===== src/rtl/hdmi_audio_sample_scheduler.sv =====
// hdmi_audio_sample_scheduler: paces FIFO-buffered stereo samples to the HDMI core at AUDIO_RATE
module hdmi_audio_sample_scheduler #(
  parameter int CLK_HZ        = 25175000,
  parameter int AUDIO_RATE    = 48000,
  parameter int SAMPLE_W      = 16,
  parameter int FIFO_DEPTH    = 8,
  parameter bit UNDERRUN_MUTE = 1'b0
) (
  input  logic                          clk_pixel,
  input  logic                          reset,
  input  logic                          enable,
  input  logic [SAMPLE_W-1:0]           in_l,
  input  logic [SAMPLE_W-1:0]           in_r,
  input  logic                          in_valid,
  output logic                          in_ready,
  output logic [SAMPLE_W-1:0]           audio_sample_l,
  output logic [SAMPLE_W-1:0]           audio_sample_r,
  output logic                          sample_tick,
  output logic [$clog2(FIFO_DEPTH):0]   fifo_level,
  output logic [15:0]                   underrun_cnt,
  output logic                          running
);
  localparam int AW = $clog2(FIFO_DEPTH);
  localparam int LW = AW + 1;
  localparam logic [31:0] RATE = 32'(AUDIO_RATE);
  localparam logic [31:0] CLK = 32'(CLK_HZ);
  localparam logic [LW-1:0] FULL = LW'(FIFO_DEPTH);
  localparam logic [LW-1:0] HALF = LW'(FIFO_DEPTH / 2);
  typedef enum logic [1:0] {IDLE, PRIME, RUN} state_t;
  state_t state_q, state_d;
  logic [31:0] acc_q, acc_d, nxt;
  logic tick_q, tick_d, rdy_q, rdy_d, push, pop;
  logic [AW-1:0] wr_q, wr_d, rd_q, rd_d;
  logic [LW-1:0] lvl_q, lvl_d;
  logic [SAMPLE_W-1:0] l_q, l_d, r_q, r_d;
  logic [15:0] ucnt_q, ucnt_d;
  logic [2*SAMPLE_W-1:0] mem [FIFO_DEPTH];
  always_comb begin
    nxt = acc_q + RATE;
    tick_d = enable && (nxt >= CLK);
    acc_d = !enable ? '0 : tick_d ? nxt - CLK : nxt;
    push = enable && in_valid && rdy_q;
    pop = enable && (state_q == RUN) && tick_d && (lvl_q != '0);
    state_d = state_q;
    l_d = l_q;
    r_d = r_q;
    ucnt_d = ucnt_q;
    if (!enable) begin
      state_d = IDLE;
      l_d = '0;
      r_d = '0;
    end else if (state_q == IDLE) begin
      state_d = PRIME;
    end else if (state_q == PRIME) begin
      if (lvl_q >= HALF) state_d = RUN;
      if (tick_d && UNDERRUN_MUTE) {l_d, r_d} = '0;
    end else if (tick_d) begin
      {l_d, r_d} = pop ? mem[rd_q] : UNDERRUN_MUTE ? '0 : {l_q, r_q};
      if (!pop) begin
        state_d = PRIME;
        ucnt_d = ucnt_q + {15'd0, ucnt_q != 16'hFFFF};
      end
    end
    wr_d = !enable ? '0 : wr_q + AW'(push);
    rd_d = !enable ? '0 : rd_q + AW'(pop);
    lvl_d = !enable ? '0 : lvl_q + LW'(push) - LW'(pop);
    // ready reflects the post-edge level, so a pop never frees a slot in the same cycle
    rdy_d = enable && (lvl_d != FULL);
  end
  always_ff @(posedge clk_pixel or posedge reset) begin
    if (reset) begin
      state_q <= IDLE;
      acc_q <= '0;
      tick_q <= 1'b0;
      rdy_q <= 1'b0;
      wr_q <= '0;
      rd_q <= '0;
      lvl_q <= '0;
      l_q <= '0;
      r_q <= '0;
      ucnt_q <= '0;
    end else begin
      state_q <= state_d;
      acc_q <= acc_d;
      tick_q <= tick_d;
      rdy_q <= rdy_d;
      wr_q <= wr_d;
      rd_q <= rd_d;
      lvl_q <= lvl_d;
      l_q <= l_d;
      r_q <= r_d;
      ucnt_q <= ucnt_d;
    end
  end
  always_ff @(posedge clk_pixel) begin
    if (push) mem[wr_q] <= {in_l, in_r};
  end
  assign in_ready = rdy_q;
  assign audio_sample_l = l_q;
  assign audio_sample_r = r_q;
  assign sample_tick = tick_q;
  assign fifo_level = lvl_q;
  assign underrun_cnt = ucnt_q;
  assign running = (state_q == RUN);
endmodule


===== config.mk =====
export PLATFORM = sky130hd
export DESIGN_NAME = hdmi_audio_sample_scheduler
export DESIGN_NICKNAME = d
export VERILOG_FILES = /design/src/rtl/hdmi_audio_sample_scheduler.sv
export SDC_FILE = /design/constraint.sdc
export NUM_CORES = 1
export LEC_CHECK = 0
export ABC_AREA = 1
export CAP_MARGIN = 20
export CELL_PAD_IN_SITES_DETAIL_PLACEMENT = 0
export CELL_PAD_IN_SITES_GLOBAL_PLACEMENT = 1
export CORE_ASPECT_RATIO = 2
export CORE_MARGIN = 1.5
export CORE_UTILIZATION = 54
export DETAILED_ROUTE_END_ITERATION = 8
export DONT_BUFFER_PORTS = 1
export PLACE_DENSITY = 0.9
export SYNTH_ARGS = -nofsm -noshare
export SYNTH_HDL_FRONTEND = slang
export SYNTH_SLANG_ARGS = --single-unit
export TNS_END_PERCENT = 50

===== constraint.sdc =====
create_clock -name clk_pixel -period 6.4 [get_ports clk_pixel]
set_clock_uncertainty 0.05 [all_clocks]
set_input_delay 0.32 -clock clk_pixel [delete_from_list [all_inputs] [get_ports clk_pixel]]
set_output_delay 0.32 -clock clk_pixel [all_outputs]
set_load 0.005 [all_outputs]

Word level (Yosys, flattened, before mapping)
Memories as Yosys holds them, arrays and structs flattened. Cells that the tools add are included.

Logic and storage cells: 68. Memories kept: 1. Memory bits (writable): 256. Bits in registers: 94. Output and inout port bits: 55.

Memories: mem (depth 8, width 32, read ports 1, clocked after memory_dff 0, wr ports 1, RTL line 37) `logic [2*SAMPLE_W-1:0] mem [FIFO_DEPTH];`.

Reductions and logical operators: 12. Muxes and demuxes: 22. Equal/unequal tests: 11. Bitwise operators: 3. Magnitude comparators: 2. Add/sub/neg operators: 7.

Operators with widths (number): 16-bit 2-to-1 mux (8); 32-bit 2-to-1 mux (3); 32-bit by 16-bit adder with 32-bit output (second input constant) (1); 32-bit by 25-bit greater-or-equal comparator with 1-bit output (second input constant) (1); 32-bit by 25-bit subtractor with 32-bit output (second input constant) (1); 16-bit by 1-bit adder with 16-bit output (1); 16-bit inequality test (second input constant) (1); 2-bit 2-to-1 mux (6); 1-bit logical AND (7); 3-bit by 1-bit adder with 3-bit output (2); 3-bit 2-to-1 mux (2); 5-bit AND reduction (1); 4-bit by 1-bit adder with 4-bit output (1); 4-bit by 3-bit greater-or-equal comparator with 1-bit output (second input constant) (1); 4-bit 2-to-1 mux (1); 2-bit by 1-bit inequality test with 1-bit output (second input constant) (2); 2-bit inequality test (second input constant) (2); 4-bit by 1-bit inequality test with 1-bit output (second input constant) (1); 4-bit by 2-bit inequality test with 1-bit output (second input constant) (1); 4-bit by 3-bit inequality test with 1-bit output (second input constant) (1); 4-bit inequality test (second input constant) (1); 4-bit AND reduction (1); 4-bit nonzero test (1); 4-bit by 1-bit subtractor with 4-bit output (1); 6 further kinds (9).

Depth between registers and ports, before layout
Gate-level depths: netlist of the first run.

Depth in word-level cells: 10. Mapped depth: 27. Mapped depth without buffers: 27.

Least setup slack after synthesis of the first run
No wires, ideal clock.

Path type: reg2reg. Start: reg acc_q[7]. End: reg rdy_q (netlist: in_ready). Data arrival time: 3.107 ns. Path slack: 3.104 ns. Clock period less this slack: 3.296 ns. Library setup time: 0.139 ns. Cell stages (with the launch flop): 25. Cells stage by stage: dfrtp_1 -> inv_1 -> ha_1 -> nand2_1 -> nand2_1 -> xor2_1 -> nand3_1 -> nand2_1 -> nand2_1 -> inv_1 -> nand2_1 -> nand2_1 -> nor2_1 -> nand2_2 -> nand3_4 -> nand3_4 -> inv_2 -> nand2_1 -> nand2_1 -> ha_1 -> fa_1 -> nand2_1 -> inv_1 -> nor3_1 -> a21oi_1.

Longest elaborated chain between the ends: 9.

RTL lines: from (decl) (RTL line 31) `logic [31:0] acc_q, acc_d, nxt;`; from (signal assigned) (RTL line 73) `acc_q <= '0;`; from (signal assigned) (RTL line 84) `acc_q <= acc_d;`; 32-bit by 16-bit adder with 32-bit output (RTL line 39) `nxt = acc_q + RATE;`; 32-bit by 25-bit greater-or-equal comparator with 1-bit output (RTL line 40) `tick_d = enable && (nxt >= CLK);`; 1-bit logical AND (RTL line 40); 1-bit logical AND (2 in series) (RTL line 43) `pop = enable && (state_q == RUN) && tick_d && (lvl_q != '0);`; 4-bit by 1-bit subtractor with 4-bit output (RTL line 66) `lvl_d = !enable ? '0 : lvl_q + LW'(push) - LW'(pop);`; 4-bit 2-to-1 mux (RTL line 66); named net lvl_d[1] (RTL line 34) `logic [LW-1:0] lvl_q, lvl_d;`; 4-bit inequality test (RTL line 68) `rdy_d = enable && (lvl_d != FULL);`; 1-bit logical AND (RTL line 68); named net rdy_d (RTL line 32) `logic tick_q, tick_d, rdy_q, rdy_d, push, pop;`; to (signal assigned) (RTL line 86) `rdy_q <= rdy_d;`; to (decl) (RTL line 32).

The timed path passes the listed nets, and every way through them passes these cells. A chain may end at the register's enable or synchronous reset.

Worst setup path after layout of the first run
Same ends and word-level chain as after synthesis.

==> results of run 1 <==
-- power by group --
part           internal [mW]  switching, mW  total (mW)  leakage, nW
clock network           1.12          0.812        1.93        0.517
logic                  0.434           1.05        1.49         2.90
registers               2.55          0.169        2.72         3.53
total                   4.11           2.03        6.14         6.95
-- final timing paths --
path / end / slack (ns)
setup reg to reg: in_ready / 1.65
max in group asynchronous: rd_q[0] / 4.83
hold / removal: wr_q[0] / 0.19
setup / recovery: in_ready / 1.65
min in group asynchronous: underrun_cnt[10] / 0.24
hold reg to reg: acc_q[7] / 0.45
-- synth_stat cells, drive strengths merged --
library cell  count  area [um^2]
fa                1         20.0
nor3             11         65.1
o21ai           153          781
nor3b             1         7.51
a21boi            1         7.51
ha               13          163
nor4              7         43.8
inv              97          367
edfxtp          256         7690
a31oi            33          206
nand4            15         93.8
o21bai            1         7.51
nand2           350         1360
o31ai             1         7.51
or4               1         7.51
clkbuf           45          169
nor2            308         1210
xor2             19          174
nand3            76          410
or2               2         12.5
clkinv            1         3.75
xnor2             6         52.6
o22ai            35          219
a21oi            27          150
dfrtp            91         2280
mux2i             2         20.0
buf              22          148
and2              1         6.26
a21o              1         7.51
nand3b            4         30.0
-- flip-flops by register name, summed over array words and instances, names as in the netlist --
| signal | cells |
|---|---|
| sample_tick | 1 |
| wr_q | 3 |
| state_q | 2 |
| mem | 256 |
| in_ready | 1 |
| fifo_level | 4 |
| audio_sample_l | 16 |
| audio_sample_r | 16 |
| acc_q | 29 |
| rd_q | 3 |
| underrun_cnt | 16 |
-- area by class of cell --
cell class / count / area [um^2]
Inverter: 98 / 373
Clock buffer: 36 / 815
Antenna cell: 1 / 2.50
Sequential cell: 347 / 9970
Timing Repair Buffer: 52 / 510
Clock inverter: 20 / 253
Tap cell: 360 / 450
Multi-Input combinational cell: 1069 / 5120
Fill cell: 2340 / 11200
-- per-stage QoR --
step	total power [mW]	instance area [um^2]	hold WS [ns]
3_5_place_dp	4.18	16000	0.228
3_3_place_gp	4.16	16000	0.218
5_1_grt	6.46	17500	0.191
6_report	6.14	17500	0.194
2_1_floorplan	3.82	15700	0.369
4_1_cts	6.14	17500	0.175
-- logic make-up after synthesis --
logic type | count (synthesis)
AND/OR/NAND/NOR | 776
flip-flops | 347
AO/OA/AOI/OAI | 252
buffers and inverters | 165
XOR/XNOR | 25
adder cells (fa/ha/maj) | 14
multiplexers | 2
-- cell usage in the layout, fill, tap and decap left out, types with 13 or more instances in the layout --
| cell | instances |
|---|---|
| a21oi_1 | 25 |
| a31oi_1 | 33 |
| buf_4 | 15 |
| clkbuf_16 | 31 |
| dfrtp_1 | 88 |
| dlygate4sd3_1 | 35 |
| edfxtp_1 | 256 |
| ha_1 | 13 |
| inv_1 | 90 |
| nand2_1 | 335 |
| nand2_2 | 13 |
| nand3_1 | 73 |
| nand4_1 | 15 |
| nor2_1 | 286 |
| o21ai_0 | 148 |
| o22ai_1 | 35 |
| xor2_1 | 18 |
-- worst register-to-register path, stage by stage, from the launching register on --
cell,delay (ns)
dfrtp_1,0.38
inv_1,0.12
ha_1,0.22
nand2_1,0.07
nand2_1,0.17
xor2_1,0.17
nand3_1,0.24
nand2_1,0.08
nand2_1,0.22
inv_1,0.10
nand2_1,0.19
nand2_1,0.11
nor2_1,0.12
nand2_2,0.09
nand3_4,0.26
nand3_4,0.16
inv_2,0.56
nand2_1,0.24
nand2_1,0.12
ha_1,0.18
fa_1,0.41
nand2_1,0.07
inv_1,0.04
nor3_1,0.16
a21oi_1,0.09
-- routing by layer --
layer,share of wire (%),up-vias,GRT usage [%]
li1,-,5410,-
met1,36,5484,28.9
met2,53,363,46.3
met3,5.6,129,4.34
met4,5.2,0,14.0
met5,0,-,0
-- timing repair --
item | 4_1_cts | 5_1_grt
endpoints found under the setup margin | 0 | 0
hold buffers | 36 | 0
hold endpoints to repair | 328 | 0
==> summary.txt, run 1 <==
Critical path
  • RR Startpoint: acc_q[7]
  • Crit Path Class: flip-flop to flip-flop
  • Cells along the critical path: inv_1 > ha_1 > nand2_1 > nand2_1 > xor2_1 > nand3_1 > nand2_1 > nand2_1 > inv_1 > nand2_1 > nand2_1 > nor2_1 > nand2_2 > nand3_4 > nand3_4 > inv_2 > nand2_1 > nand2_1 > ha_1 > fa_1 > nand2_1 > inv_1 > nor3_1 > a21oi_1
  • CP startpoint kind: flip-flop
  • CP Launch Point: acc_q[7]
  • CP Capture Type: flip-flop
  • Crit path max-delay cell type: inv_2
  • Crit path depth: 24
  • Crit path buffers/inverters: 4
  • CP max FO: 32
  • CP top delay family: simple AND/OR/NAND/NOR gates
  • Critical path data required time: ~6.8 ns
  • Crit path DAT: a little over 5 ns
  • Max incr delay on CP: ~0.56 ns
  • Worst R2R Path Depth: 24
  • Most frequent cell on the critical path: nand2_1

Synth
  • Post-Syn Instances: around 1600
  • Seq cells post-synth: ~350
  • Mapped Avg Cell Area: 9.94 um^2
  • Yosys cell types: 47
  • Main combinational cell family by area after synthesis: simple AND/OR/NAND/NOR gates
  • Synth Net Count: roughly 1600
  • Register area share after synthesis: a little under two thirds
  • Compound-Gate Fraction of Synth Area: 8.82%
  • YS warnings: 0
  • XOR/XNOR Fraction of Synth Area: under 10%
  • Post-Synth Simple-Gate Area: between 20% and 30%
  • Post-Synth Adder-Cell Area: approximately 1.2%
  • Cell area after synthesis: ~0.016 mm^2
  • Mux contribution to synthesized area: less than 1%

Clock network
  • TritonCTS buffer count: 30
  • H-tree levels: 1
  • Worst-Skew Late Latency: around 0.56 ns
  • Post-CTS setup buffer count: 0
  • Clock transition at path regs: 0.07 ns
  • PostCTS Resize Cnt: 0
  • # clock sinks: 347
  • CTS root buf: clkbuf_16
  • Clock tree buffer depth: 3
  • CTS tree: yes

Worst hold path
  • Hold Path Cell Cnt: 5
  • Hold WC Path Type: input port to flip-flop
  • Worst Hold Launch: enable

Timing
  • Top achievable clock speed: between 0.2 and 0.25 GHz
  • Slew Viols, Final: 0
  • Min Tclk post-route: 4.75 ns
  • Final WS setup: approximately 1.6 ns
  • Final Hold Viols: 0
  • Final period util: 74.2%
  • Worst Tran Pin Value: ~0.87 ns
  • Slew HR: a little over two fifths
  • Setup violations, final: 0
  • RSZ-0062 raised after global routing: false
  • Fin Setup TNS: 0 ns

Drt
  • ANT nets after route: 0
  • Routed WL: around 38000 um
  • Via count: around 11000
  • Drt pass-1 iters: 8
  • DR WL/cell: around 19 um
  • DR DRC count: 0
  • Starting DRC count in detailed routing: 849
  • Vias per inst: 5.74

Cells and area
  • Nets: ~1600
  • Layout cell share with drive strength beyond 1: roughly 7.9%
  • Final std cells w/o fill: just under 2000
  • Layout area overhead: 11.3%
  • Utilization after layout: 60.9%

Placement
  • Pre-CTS setup slack: 1.71 ns
  • # port buffers: 0
  • Dpl cells: ~1900
  • GP Congestion: roughly 0.92
  • DP HPWL: 23500 um

GRT
  • Pin count of the biggest net entering global routing: 73
  • Vias in the first global route: ~11000
  • Initial antenna violation count: 0
  • GRT Util Overall: approximately 26%
  • Global-route wire length before repair: approximately 60000 um
  • Total gr overflow: 0

Die
  • Initial Util: 54.7%
  • # rows: between 80 and 90
  • Die Area: slightly above 0.03 mm^2
  • Total core area: between 0.02 and 0.03 mm^2
  • Die W: roughly 120 um
  • Ports: 91
  • Die extent in y: 244 um

Pwr
  • Pwr Density: 351 mW/mm^2
  • Leakage: between 6 and 7 nW
  • Maximum vdd drop: between 300 and 400 uV

Run status
  • Status: complete, no violations

Job
  • Max cap viols: 0
(Power assumes the default switching activity.)
==> run 2: changes to the inputs <==
--- a/config.mk
+++ b/config.mk
@@ -5,7 +5,7 @@
 export SDC_FILE = /design/constraint.sdc
 export NUM_CORES = 1
 export LEC_CHECK = 0
-export ABC_AREA = 1
+export ABC_AREA = 0
 export CAP_MARGIN = 20
 export CELL_PAD_IN_SITES_DETAIL_PLACEMENT = 0
 export CELL_PAD_IN_SITES_GLOBAL_PLACEMENT = 1
@@ -14,7 +14,7 @@
 export CORE_UTILIZATION = 54
 export DETAILED_ROUTE_END_ITERATION = 8
 export DONT_BUFFER_PORTS = 1
-export PLACE_DENSITY = 0.9
+export PLACE_DENSITY = 0.84
 export SYNTH_ARGS = -nofsm -noshare
 export SYNTH_HDL_FRONTEND = slang
 export SYNTH_SLANG_ARGS = --single-unit
==> constraint.sdc (replaced) <==
create_clock -name clk_pixel -period 4.4 [get_ports clk_pixel]
set_clock_uncertainty 0.05 [all_clocks]
set_input_delay 0.22 -clock clk_pixel [delete_from_list [all_inputs] [get_ports clk_pixel]]
set_output_delay 0.22 -clock clk_pixel [all_outputs]
set_load 0.005 [all_outputs]
==> run 2 against run 1 <==
Against the previous run:
- largest power group unchanged
- sequential share of layout area rose by 2.3 points
- global-route usage fell by 3.3 points
- critical endpoint unchanged
- design area fell by 3.9%
==> summary.txt, run 2 <==
Pwr
  • Combinational power share: 18.6% (-5.6 points)
  • P_sw: 2.30 mW (+13%)
  • Leakage: 5.75 nW (-17%)
  • Design Power: 8.31 mW (+35%)
  • Clock power frac: 34.4% (+3.0 points)
  • Register share of total power: 47.0% (+2.7 points)
  • Pwr Density: 494 mW/mm^2 (+41%)
  • Sw Share: 27.6% (-5.5 points)
  • Power Internal: 6.01 mW (+46%)
  • Maximum vdd drop: 453 uV (+22%)

Critical path
  • Crit path DAT: 4.67 ns (-0.45 ns)
  • CP startpoint kind: flip-flop
  • Critical path data required time: 4.79 ns (-1.97 ns)
  • Crit Path Class: flip-flop to flip-flop
  • CP max FO: 10 (-69%)
  • R2R setup slack: 0.13 ns (-1.52 ns)
  • CP Capture Type: flip-flop
  • Cells along the critical path: inv_1 > ha_1 > or2_2 > a221oi_2 > o211ai_1 > a211oi_2 > nand4_1 > a211oi_4 > nor2b_1 > xnor2_1 > and2_1 > ha_1 > fa_1 > xor2_1 > and2_1 > o41a_1
  • Crit path buffers/inverters: 1 (-3)
  • Max incr delay on CP: 0.46 ns (-0.10 ns)
  • Crit path max-delay cell type: dfrtp_2
  • CP top delay family: compound AO/OA/AOI/OAI gates

Synth
  • Synth cell count leaders: 256 x edfxtp_1, 91 x dfrtp_1, 64 x mux4_2, 49 x nand3_1, 48 x o21ai_0
  • Yosys cell types: 74 (+57%)
  • YS warnings: 0 (unchanged)
  • Synth Net Count: 983 (-40%)
  • Post-Syn Instances: 933 (-41%)
  • Register area share after synthesis: 67.2% (+3.8 points)
  • Cell area after synthesis: 0.0148 mm^2 (-5.6%)
  • Mapped Avg Cell Area: 15.9 um^2 (+60%)
  • Number of synthesized flops with an enable pin: 256 (unchanged)
  • Main synth FF type: edfxtp_1
  • Top cells by area, synth: edfxtp_1 52%, dfrtp_1 15%, mux4_2 9.7%, mux2i_1 2.5%, xnor2_1 2.0%
  • Asr flop ratio synth: 26.2% (unchanged)
  • Post-synth top area cell: edfxtp_1
  • Seq cells post-synth: 347 (unchanged)
  • Most frequent cell after synthesis: edfxtp_1
  • Top cell type's share of synthesized area: 51.8% (+2.9 points)

GRT
  • Vias in the first global route: 8634 (-25%)
  • GRT Util Overall: 22.7% (-3.3 points)
  • Initial antenna violation count: 0 (unchanged)
  • Global-route wire length before repair: 48800 um (-19%)
  • Total gr overflow: 0 (unchanged)
  • Pin count of the biggest net entering global routing: 81 (+11%)

Clock network
  • CTS root buf: clkbuf_16
  • TritonCTS buffer count: 30 (unchanged)
  • # clock sinks: 347 (unchanged)
  • H-tree levels: 1 (unchanged)
  • CTS tree: yes
  • Clock transition at path regs: 0.07 ns (about the same)
  • Clock tree buffer depth: 3 (unchanged)
  • Worst-Skew Late Latency: 0.56 ns (about the same)

Drt
  • Starting DRC count in detailed routing: 512 (-40%)
  • DR WL/cell: 23.2 um (+21%)
  • Vias per inst: 6.06 (+5.6%)
  • Via count: 8187 (-28%)
  • ANT nets after route: 0 (unchanged)
  • Drt pass-1 iters: 5 (-3)
  • Routed WL: 31400 um (-18%)
  • DR DRC count: 0 (unchanged)

Die
  • Initial Util: 54.9% (+0.22 points)
  • # rows: 85 (-3.4%)
  • Ports: 91 (unchanged)
  • Die extent in y: 237 um (-2.8%)
  • Die W: 120 um (-2.8%)
  • Die Area: 0.0285 mm^2 (-5.5%)
  • Total core area: 0.0270 mm^2 (-6.0%)

Placement
  • Dpl cells: 1257 (-33%)
  • # port buffers: 0 (unchanged)
  • GP Congestion: 0.933 (+1.6%)
  • DP HPWL: 19800 um (-16%)

Timing
  • Min Tclk post-route: 4.27 ns (-0.477 ns)
  • Fin Setup TNS: 0 ns (unchanged)
  • Final period util: 97.2% (+23 points)
  • Slew HR: 35.5% (-6.1 points)
  • Final Hold Viols: 0 (unchanged)
  • Top achievable clock speed: 0.234 GHz (+11%)
  • Slew Viols, Final: 0 (unchanged)
  • Setup violations, final: 0 (unchanged)
  • Worst Tran Pin Value: 0.965 ns (+0.0906 ns)

Cells and area
  • Most frequent cells in the layout: 256 x edfxtp_1, 85 x dfrtp_1, 64 x mux4_2
  • Layout area overhead: 13.4%
  • Commonest non-fill, non-tap cell in the layout: edfxtp_1
  • Top reg by flops: mem
  • Largest regs: mem (256), acc_q (29)
  • Layout cell share with drive strength beyond 1: 18.8% (+11 points)
  • ANT cells: 0 (-1)
  • Number of flip-flops under the largest register name: 256 (unchanged)
  • Nets: 1028 (-38%)
  • Final std cells w/o fill: 1350 (-32%)

Worst hold path
  • Hold WC Path Type: input port to flip-flop

Run status
  • Status: complete, no violations

Job
  • Max cap viols: 0 (unchanged)
run 2: cell types whose count changed in the layout (fill, tap and decap cells not counted), moves of 64 or more:
cell     change
nand2_1    -302
nor2_1     -261
o21ai_0    -100
inv_1       -75
mux4_2      +64
run 2: timing repair:
| item | 4_1_cts | 5_1_grt |
|---|---|---|
| buffers inserted | 0 | 1 |
| hold buffers | 36 | 0 |
| pin swaps | 0 | 4 |
| endpoints found under the setup margin | 1 | 1 |
| resized for setup | 2 | 8 |
| hold endpoints to repair | 386 | 0 |
run 2: metrics by stage:
stage                     utilization, %  setup slack [ns]  cell area [um^2]  hold slack, ns
final                               62.3             0.125             16800          0.0469
after global routing                62.3           -0.0395             16800          0.0788
after CTS                           62.1           0.00766             16800          0.0305
after detailed placement            56.7           -0.0871             15300           0.210
after global placement              56.7            0.0107             15300           0.202
after floorplan                        -             0.302             14800           0.269
run 2: routing by layer:
layer | wire length, um | global-route usage (%) | up-vias
met5 | 0 | 0 | -
met4 | 1090 | 9.34 | 0
met3 | 1360 | 3.02 | 71
met2 | 17800 | 42.6 | 234
met1 | 11100 | 25.4 | 4190
li1 | - | - | 3692
run 2: path summary, 6_finish.rpt:
path,from,end,cells after the start
max,acc_q[7],in_ready,16
min,enable,underrun_cnt[0],3
max reg2reg,acc_q[7],in_ready,16
min reg2reg,underrun_cnt[4],underrun_cnt[4],1
max in group asynchronous,reset,acc_q[7],3
min in group asynchronous,reset,underrun_cnt[4],2
run 2: worst register-to-register path, cell delays in order, from the launching register on:
cell and delay (ns):
dfrtp_2 0.46, inv_1 0.11, ha_1 0.21, or2_2 0.31, a221oi_2 0.30, o211ai_1 0.21, a211oi_2 0.33, nand4_1 0.27
a211oi_4 0.30, nor2b_1 0.09, xnor2_1 0.13, and2_1 0.15, ha_1 0.20, fa_1 0.39, xor2_1 0.17, and2_1 0.17
o41a_1 0.31
run 2: power by group through the flow:
stage	combinational (mW)	sequential [mW]	clock, mW
after CTS	1.51	3.90	2.91
after floorplan	1.19	3.83	0
final	1.55	3.90	2.86
after detailed placement	1.42	3.97	0
after global routing	1.71	3.93	3.02
after global placement	1.41	3.96	0
run 2: cell families after synthesis:
group	count (synthesis)	share of synthesized area [%]
compound gates	112	5.25
xor+xnor	49	2.89
simple gates	238	9.00
fa+ha+maj	14	1.23
buf+inv	71	2.16
mux	102	12.3
flops	347	67.2
run 2: cell type report:
type,instances,area (um^2)
Clock buffer,39,826
Clock inverter,17,258
Fill cell,1997,10200
Inverter,16,62.6
Multi-Input combinational cell,515,4650
Sequential cell,347,9970
Tap cell,348,435
Timing Repair Buffer,68,618
